[config.mk]
export PLATFORM = sky130hd
export DESIGN_NAME = alu_operand_fetch
export DESIGN_NICKNAME = d
export VERILOG_FILES = /design/src/rtl/alu_pkg.sv /design/src/rtl/regfile_2r1w.sv /design/src/rtl/alu_operand_fetch.sv
export SDC_FILE = /design/constraint.sdc
export NUM_CORES = 2
export LEC_CHECK = 0
export CAP_MARGIN = 20
export CORE_MARGIN = 3
export CORE_UTILIZATION = 65
export CTS_CLUSTER_DIAMETER = 60
export DETAILED_ROUTE_END_ITERATION = 10
export GPL_ROUTABILITY_DRIVEN = 0
export PLACE_DENSITY = 0.83
export SLEW_MARGIN = 20
export SYNTH_ARGS = -nofsm -noshare
export SYNTH_HDL_FRONTEND = slang
export SYNTH_SLANG_ARGS = --single-unit
[constraint.sdc]
create_clock -name clk -period 9.18 [get_ports clk]
set_clock_uncertainty 0.15 [all_clocks]
set_input_delay 2.754 -clock clk [delete_from_list [all_inputs] [get_ports clk]]
set_output_delay 2.754 -clock clk [all_outputs]
set_load 0.005 [all_outputs]
[src/rtl/alu_pkg.sv]
// Shared opcode encodings, instruction field positions and datapath sizing
// for the ALU issue stage.
package alu_pkg;

    localparam int XLEN  = 32;
    localparam int NREGS = 32;
    localparam int AW    = 5;

    localparam logic [3:0] OP_ADD = 4'd0;
    localparam logic [3:0] OP_SUB = 4'd1;
    localparam logic [3:0] OP_NOT = 4'd2;
    localparam logic [3:0] OP_AND = 4'd3;
    localparam logic [3:0] OP_OR  = 4'd4;
    localparam logic [3:0] OP_XOR = 4'd5;
    localparam logic [3:0] OP_SLL = 4'd6;
    localparam logic [3:0] OP_SRL = 4'd7;
    localparam logic [3:0] OP_SRA = 4'd8;
    localparam logic [3:0] OP_MAX = 4'd8;

    localparam int OP_LSB = 28;
    localparam int RD_LSB = 23;
    localparam int RS_LSB = 18;
    localparam int RT_LSB = 13;

    function automatic logic op_legal(input logic [3:0] op);
        return op <= OP_MAX;
    endfunction

endpackage

[src/rtl/regfile_2r1w.sv]
// Two asynchronous read ports, one synchronous write port; r0 reads zero
// and ignores writes.
module regfile_2r1w
    import alu_pkg::*;
#(
    parameter int          NREGS    = alu_pkg::NREGS,
    parameter int          XLEN     = alu_pkg::XLEN,
    parameter logic [31:0] RESET_R1 = 32'd0
) (
    input  logic            clk,
    input  logic            rst_n,
    input  logic [AW-1:0]   raddr_a_i,
    input  logic [AW-1:0]   raddr_b_i,
    output logic [XLEN-1:0] rdata_a_o,
    output logic [XLEN-1:0] rdata_b_o,
    input  logic            we_i,
    input  logic [AW-1:0]   waddr_i,
    input  logic [XLEN-1:0] wdata_i
);

    logic [XLEN-1:0] mem_q [NREGS];

    always_ff @(posedge clk or negedge rst_n) begin
        if (!rst_n) begin
            for (int i = 0; i < NREGS; i++) begin
                mem_q[i] <= XLEN'(RESET_R1);
            end
        end else if (we_i && waddr_i != '0) begin
            mem_q[waddr_i] <= wdata_i;
        end
    end

    assign rdata_a_o = (raddr_a_i == '0) ? '0 : mem_q[raddr_a_i];
    assign rdata_b_o = (raddr_b_i == '0) ? '0 : mem_q[raddr_b_i];

endmodule

[src/rtl/alu_operand_fetch.sv]
// ALU issue stage: decode, register read with writeback bypass, hazard
// scoreboard and a registered valid/ready operand slot.
module alu_operand_fetch
    import alu_pkg::*;
#(
    parameter int          NREGS    = alu_pkg::NREGS,
    parameter int          XLEN     = alu_pkg::XLEN,
    parameter logic [31:0] RESET_R1 = 32'd0
) (
    input  logic            clk,
    input  logic            rst_n,
    input  logic            in_valid,
    output logic            in_ready,
    input  logic [31:0]     instr,
    output logic            alu_valid,
    input  logic            alu_ready,
    output logic [XLEN-1:0] operandA,
    output logic [XLEN-1:0] operandB,
    output logic [3:0]      opCode,
    output logic [4:0]      alu_rd,
    input  logic            wb_en,
    input  logic [4:0]      wb_addr,
    input  logic [XLEN-1:0] wb_data,
    output logic            illegal_op
);

    logic [3:0]      op;
    logic [AW-1:0]   rd, rs, rt;
    logic [XLEN-1:0] rf_a, rf_b, byp_a, byp_b;
    logic [NREGS-1:0] pend_q, pend_d, pend_eff, wb_clr;
    logic            valid_q, valid_d;
    logic [XLEN-1:0] opa_q, opa_d, opb_q, opb_d;
    logic [3:0]      op_q, op_d;
    logic [4:0]      rd_q, rd_d;
    logic            ill_q, ill_d;
    logic            slot_free, hazard, accept, legal;
    logic            unused_bits;

    assign op = instr[OP_LSB +: 4];
    assign rd = instr[RD_LSB +: AW];
    assign rs = instr[RS_LSB +: AW];
    assign rt = instr[RT_LSB +: AW];
    assign unused_bits = ^instr[12:0];

    regfile_2r1w #(
        .NREGS    (NREGS),
        .XLEN     (XLEN),
        .RESET_R1 (RESET_R1)
    ) u_rf (
        .clk       (clk),
        .rst_n     (rst_n),
        .raddr_a_i (rs),
        .raddr_b_i (rt),
        .rdata_a_o (rf_a),
        .rdata_b_o (rf_b),
        .we_i      (wb_en),
        .waddr_i   (wb_addr),
        .wdata_i   (wb_data)
    );

    // A register written back this cycle is already resolved for issue.
    assign wb_clr   = wb_en ? ({{(NREGS-1){1'b0}}, 1'b1} << wb_addr) : '0;
    assign pend_eff = pend_q & ~wb_clr;

    assign byp_a = (wb_en && wb_addr == rs && rs != '0) ? wb_data : rf_a;
    assign byp_b = (wb_en && wb_addr == rt && rt != '0) ? wb_data : rf_b;

    assign slot_free = !valid_q || alu_ready;
    assign hazard    = pend_eff[rs] | pend_eff[rt] | pend_eff[rd];
    assign in_ready  = rst_n && slot_free && !hazard;
    assign accept    = in_valid && in_ready;
    assign legal     = op_legal(op);

    always_comb begin
        valid_d = valid_q;
        opa_d   = opa_q;
        opb_d   = opb_q;
        op_d    = op_q;
        rd_d    = rd_q;
        ill_d   = accept && !legal;
        pend_d  = pend_eff;
        if (accept && legal) begin
            valid_d = 1'b1;
            opa_d   = byp_a;
            opb_d   = byp_b;
            op_d    = op;
            rd_d    = rd;
            pend_d[rd] = 1'b1;
        end else if (slot_free) begin
            valid_d = 1'b0;
        end
        pend_d[0] = 1'b0;
    end

    always_ff @(posedge clk or negedge rst_n) begin
        if (!rst_n) begin
            valid_q <= 1'b0;
            opa_q   <= '0;
            opb_q   <= '0;
            op_q    <= '0;
            rd_q    <= '0;
            ill_q   <= 1'b0;
            pend_q  <= '0;
        end else begin
            valid_q <= valid_d;
            opa_q   <= opa_d;
            opb_q   <= opb_d;
            op_q    <= op_d;
            rd_q    <= rd_d;
            ill_q   <= ill_d;
            pend_q  <= pend_d;
        end
    end

    assign alu_valid  = valid_q;
    assign operandA   = opa_q;
    assign operandB   = opb_q;
    assign opCode     = op_q;
    assign alu_rd     = rd_q;
    assign illegal_op = ill_q;

endmodule

; After elaboration in Yosys (flattened, before gate mapping)
; Cells that the tools add are included.
[classes]
eq_ne = 2
shift = 1
n_lt_le_gt_ge = 9
bitwise_logic = 8
n_reduce_logical = 22
n_mux = 25
[op_table]
columns = operator, count
row1 = 1024-bit bitwise mux, 1
row2 = 32-bit 2-to-1 mux, 11
row3 = 32-bit binary-select mux with 5-bit select, 2
row4 = 32-bit demux with 5-bit select, 1
row5 = 32-bit AND, 1
row6 = 32-bit NOT, 1
row7 = 32-bit OR, 1
row8 = 1-bit by 5-bit << shifter with 32-bit output (first input constant), 1
row9 = 6-bit >= comparator (second input constant), 3
row10 = 5-bit by 6-bit less-than comparator with 1-bit output (second input constant), 3
row11 = 5-bit NOT with 6-bit output, 3
row12 = 1-bit binary-select mux with 5-bit select, 3
row13 = 5-bit nonzero test, 3
row14 = 1-bit logical AND, 12
row15 = 5-bit == test, 2
row16 = 5-bit zero test, 2
row17 = 6-bit by 1-bit less-than comparator with 1-bit output (second input constant), 1
row18 = 1-bit 2-to-1 mux, 6
row19 = 1-bit demux with 5-bit select, 1
row20 = 5-bit by 1-bit >= comparator with 1-bit output (second input constant), 1
row21 = 4-bit <= comparator (second input constant), 1
row22 = 1-bit zero test, 3
row23 = 1-bit OR, 2
row24 = 2-bit nonzero test, 1
row25 = 1-bit logical OR, 1
[word_totals]
in_bits = 74
wordCells = 106
output_inout_bits = 76
register_bits = 1130

; Logic depth before layout (Yosys ltp)
[logic_depth]
word_depth = 13
depth_mapped = 13
mapped_depth_nobuf = 8

; Cells and area by module
; From an unflattened synthesis, not the netlist that was laid out.
[unflattened]
cells_unflattened = 4211
area_unflattened_um2 = 60545.6
[by_module_without_submodules]
columns = mod, seq_area_each_um2, area_each_um2, cells_per_inst, instances
row1 = regfile_2r1w, 25624.6, 54394.7, 3667, 1
row2 = alu_operand_fetch, 2652.5, 6150.9, 544, 1

; Worst setup path after synthesis
; OpenSTA, ideal clock, no wires.
[synth_path]
kind = input port to output port
from = in wb_addr[2]
to = out in_ready
n_path_buf = 2
cell_stages = 9
required_time_ns = 6.276
arrival_time_ns = 5.024
slack_ns = 1.252
path_cell_list = buf_2 or2_2 clkbuf_1 o21ai_0 o2111a_1 a311oi_1 a32o_1 nor4_1 nor4b_1
[synth_via]
elab_chain_cells = 10
[synth_rtl]
columns = element, line_no
row1 = "start, declared", alu_operand_fetch.sv:22  ; input logic [4:0] wb_addr,
row2 = 1-bit by 5-bit << shifter with 32-bit output (*), alu_operand_fetch.sv:62  ; assign wb_clr = wb_en ? ({{(NREGS-1){1'b0}}, 1'b1} << wb_addr) : '0;
row3 = 32-bit 2-to-1 mux (*), alu_operand_fetch.sv:62
row4 = 32-bit NOT (*), alu_operand_fetch.sv:63  ; assign pend_eff = pend_q & ~wb_clr;
row5 = 32-bit AND (*), alu_operand_fetch.sv:63
row6 = 1-bit binary-select mux with 5-bit select, alu_operand_fetch.sv:69  ; assign hazard = pend_eff[rs] | pend_eff[rt] | pend_eff[rd];
row7 = 1-bit 2-to-1 mux (not written as such), alu_operand_fetch.sv:69
row8 = 1-bit OR, alu_operand_fetch.sv:69
row9 = 1-bit OR (*), alu_operand_fetch.sv:69
row10 = 1-bit zero test (*), alu_operand_fetch.sv:70  ; assign in_ready = rst_n && slot_free && !hazard;
row11 = 1-bit logical AND (*), alu_operand_fetch.sv:70
row12 = "end, declared", alu_operand_fetch.sv:13  ; output logic in_ready,
; Mark *: on every way between the ends. The rest lies on a longest branch, timed or not. The select of a mux whose other input is x is not followed.

; Worst setup path in the final report
; Ends and elaborated chain as after synthesis.

==> summary.md <==
| Metric | Value |
|---|---|
| Post-synthesis cell type count | 70 |
| Initial antenna violation count | 2 |
| Port Buf Inserts | 136 |
| Post-synthesis sequential area ratio | 0.474 |
| DPL Wire Length | 93.1 mm |
| Io pins | 150 |
| Vias in the first global route | 39842 |
| Part of the power in the clock network | 0.333 |
| CP max stage delay | 0.57 ns |
| Worst-path maximum fanout | 9 |
| Endpoints failing hold | 0 |
| Warnings from Yosys | 0 |
| CP Capture Type | primary output |
| Seq pwr share | 0.449 |
| Compound-Gate Fraction of Synth Area | 0.0218 |
| Vias per cell | 7.55 |
| Clock Sinks | 1130 |
| Slew HR | 0.182 |
| Iter 0 DRT Violations | 4808 |
| Worst EP arrival | 6.21 ns |
| Met2 Use GR | 0.571 |
| DRC Markers | 0 |
| Asr flop ratio synth | 1.00 |
| DR WL/cell | 33.7 um |
| Peak supply drop | 0.000177 V |
| Die ar. | 95400 um2 |
| GRT Overall Usage | 0.358 |
| Cell Rows | 110 |
| Met1 Use GR | 0.482 |
| CTS Buf Count | 118 |
| Crit path time final | 9.11 ns |
| Setup violators final | 0 |
| Die width | 309 um |
| Gate power share | 0.217 |
| Final core occ | 0.732 |
| NetSw | 4.00 mW |
| Tcrit/Tclk final | 0.993 |
| Max Freq | 0.110 GHz |
| # nets final | 3783 |
| Layout cells sized above 1 | 0.548 |
| Setup TNS | 0 ns |
| Hold Slack | 0.249 ns |
| Grt total ovfl | 0 |
| Fillers | 5243 |
| Die Span Y | 309 um |
| Routed Wire Length | 168 mm |
| Post-CTS Setup Bufs | 0 |
| Largest net degree at the start of global routing | 200 |
| Status | completed |
| Most used DFF post-synth | dfrtp_1 |
| TritonCTS clock tree | done |
| Area delta synth->final | 11.0% |
| CTS max path bufs | 3 |
| Post-Syn Area | 59600 um2 |
| Switch share | 0.266 |
| Post-Synth Simple-Gate Area | 0.0169 |
| Most common cell on crit path | clkdlybuf4s50_1 |
| Pre-Repair DR Iteration Count | 7 |
| Crit path max-delay family | buffers and inverters |
| Synth Area in XOR/XNOR | 0.00118 |
| Post-Syn Area per Cell | 15.9 um2 |
| Worst-skew pair later-pin latency | 0.71 ns |
| Starting density of the core | 0.659 |
| Via count | 37628 |
| Slowest cell on crit path | clkdlybuf4s50_1 |
| Mux contribution to synthesized area | 0.457 |
| Largest family of logic cells by synthesized area | multiplexers |
| P per Cell Area | 227 nW/um2 |
| Core area | 90400 um2 |
| Hold_buf cts | 0 |
| Number of max-cap violations | 0 |
| First-pass GRT wire length | 253 mm |
| CP Launch Type | primary input |
| Slew Viols, Final | 0 |
| Crit path buffers/inverters | 3 |
| Internal power | 11.0 mW |
| Adder and majority gate portion of the synthesized area | 0 |
| Post-Synthesis Cells | 3757 |
| Syn Nets | 3831 |
| Worst hold path class | reg2reg |
| Clk slew on worst S/H paths | 0.06 ns |
| Number of synthesized flops with an enable pin | 0 |
| Number of synthesized register bits | 1130 |
| Area after DPL | 62000 um2 |
| Root buf cell | clkbuf_16 |
| CP required | 6.28 ns |
| Post-route cell area | 66200 um2 |
| Leakage dissipation | 28.3 nW |
| Met3 Usage GRT | 0.0817 |
| CP Cell Sequence | clkdlybuf4s50_1, nand2_1, o21ai_0, mux2i_1, a22o_1, a32o_1, nor4_2, nor4b_4, buf_4, clkdlybuf4s50_1 |
| CP Class | in2out |
| GR peak layer | met2 |
| H-Tree Depth | 3 |
| Post-DRT Antenna Nets | 0 |
| Measured slew at the worst slew-check pin | 1.23 ns |
-- layer usage --
layer | up-vias | part of all wire
met3 | 571 | 0.10
met4 | 2 | 0.050
met1 | 20117 | 0.37
li1 | 14518 | -
met2 | 2420 | 0.48
met5 | - | 0.000077
-- synth_stat cells, types with 7 or more instances --
cell / n / area, um2
buf_1: 104 / 390
buf_2: 15 / 75.1
clkbuf_1: 305 / 1140
dfrtp_1: 1130 / 28300
inv_1: 8 / 30.0
mux2_1: 26 / 293
mux2_2: 1012 / 11400
mux2_4: 28 / 420
mux2i_1: 71 / 711
mux4_2: 641 / 14400
nand2_1: 97 / 364
nand2b_1: 7 / 43.8
nand3_1: 8 / 40.0
nor2_1: 33 / 124
o211ai_1: 12 / 90.1
o21ai_0: 93 / 465
o21ai_1: 12 / 60.1
o22ai_1: 13 / 81.3
o31ai_1: 21 / 158
or2_2: 7 / 43.8
-- metrics by stage --
| step | power (mW) | cells | setup WS, ns |
|---|---|---|---|
| 2_1_floorplan | 8.82 | 3757 | 1.25 |
| 3_3_place_gp | 9.71 | 4762 | -0.113 |
| 3_5_place_dp | 10.0 | 4762 | -0.155 |
| 4_1_cts | 15.0 | 4980 | 0.0609 |
| 5_1_grt | 15.5 | 4983 | -0.0879 |
| 6_report | 15.0 | 4986 | 0.0675 |
-- registers in the layout, summed over array words and instances, names as in the netlist --
name,count
opCode,4
illegal_op,1
operandA,32
u_rf.mem_q,1024
alu_rd,5
pend_q,31
alu_valid,1
operandB,32
-- power groups by stage --
stage,clock network (mW),registers [mW],logic [mW]
3_3_place_gp,0,6.60,3.11
4_1_cts,5.03,6.70,3.26
2_1_floorplan,0,6.52,2.30
5_1_grt,5.25,6.83,3.46
3_5_place_dp,0,6.77,3.24
6_report,5.00,6.74,3.26
-- layout by cell type (no fill, tap or decap), types with 12 or more instances in the layout --
master           netlist  routed
mux2_2              1012    1012
o211ai_1              12      12
mux2_1                26      26
mux4_2               641     641
nor2_4                 0      18
o21ai_1               12      12
dfrtp_1             1130    1130
clkdlybuf4s50_1        0     112
o22ai_1               13      13
clkbuf_8               0      41
nor2_1                33      15
mux2_4                28      28
mux2i_1               71      71
clkbuf_16              0     119
o31ai_1               21      21
o21ai_0               93      91
nand2_1               97      86
clkbuf_1             305      20
clkinv_2               0      18
buf_4                  2     117
-- cell type report --
class	count	area (um2)	share of cell area
Clock inverter	38	467	0.00705
Multi-Input combinational cell	2187	29900	0.451
Sequential cell	1130	28300	0.427
Clock buffer	180	3620	0.0547
Timing Repair Buffer	262	2430	0.0367
Antenna cell	3	7.51	0.000113
Inverter	10	37.5	0.000567
Tap cell	1176	1470	0.0222
-- repair_timing --
item	in CTS	in global routing
setup endpoints to repair	1	1
cloned	0	0
pin swaps	0	0
gates resized for setup	2	13
-- cell families after synthesis --
logic type | count (synthesis)
AOI/OAI and AO/OA | 201
xor gates and xnor gates | 8
buffers and inverters | 440
DFF | 1130
muxes | 1778
and+or+nand+nor | 200
-- final timing paths --
path                            slack [ns]                            to  cells past startpoint                         start
min in group asynchronous             1.75         opCode[0]$_DFFE_PN0P_                      1                         rst_n
worst min register to register        0.25  u_rf.mem_q[1023]$_DFFE_PN0P_                      0  u_rf.mem_q[1023]$_DFFE_PN0P_
worst max-delay path                  0.07                      in_ready                     10                    wb_addr[2]
worst min-delay path                  0.25  u_rf.mem_q[1023]$_DFFE_PN0P_                      0  u_rf.mem_q[1023]$_DFFE_PN0P_
max in group asynchronous             4.08   u_rf.mem_q[856]$_DFFE_PN0P_                      5                         rst_n
worst max register to register        5.07      operandB[16]$_DFFE_PN0P_                      8           pend_q[3]$_DFF_PN0_
Power figures use the tool's default switching activity.
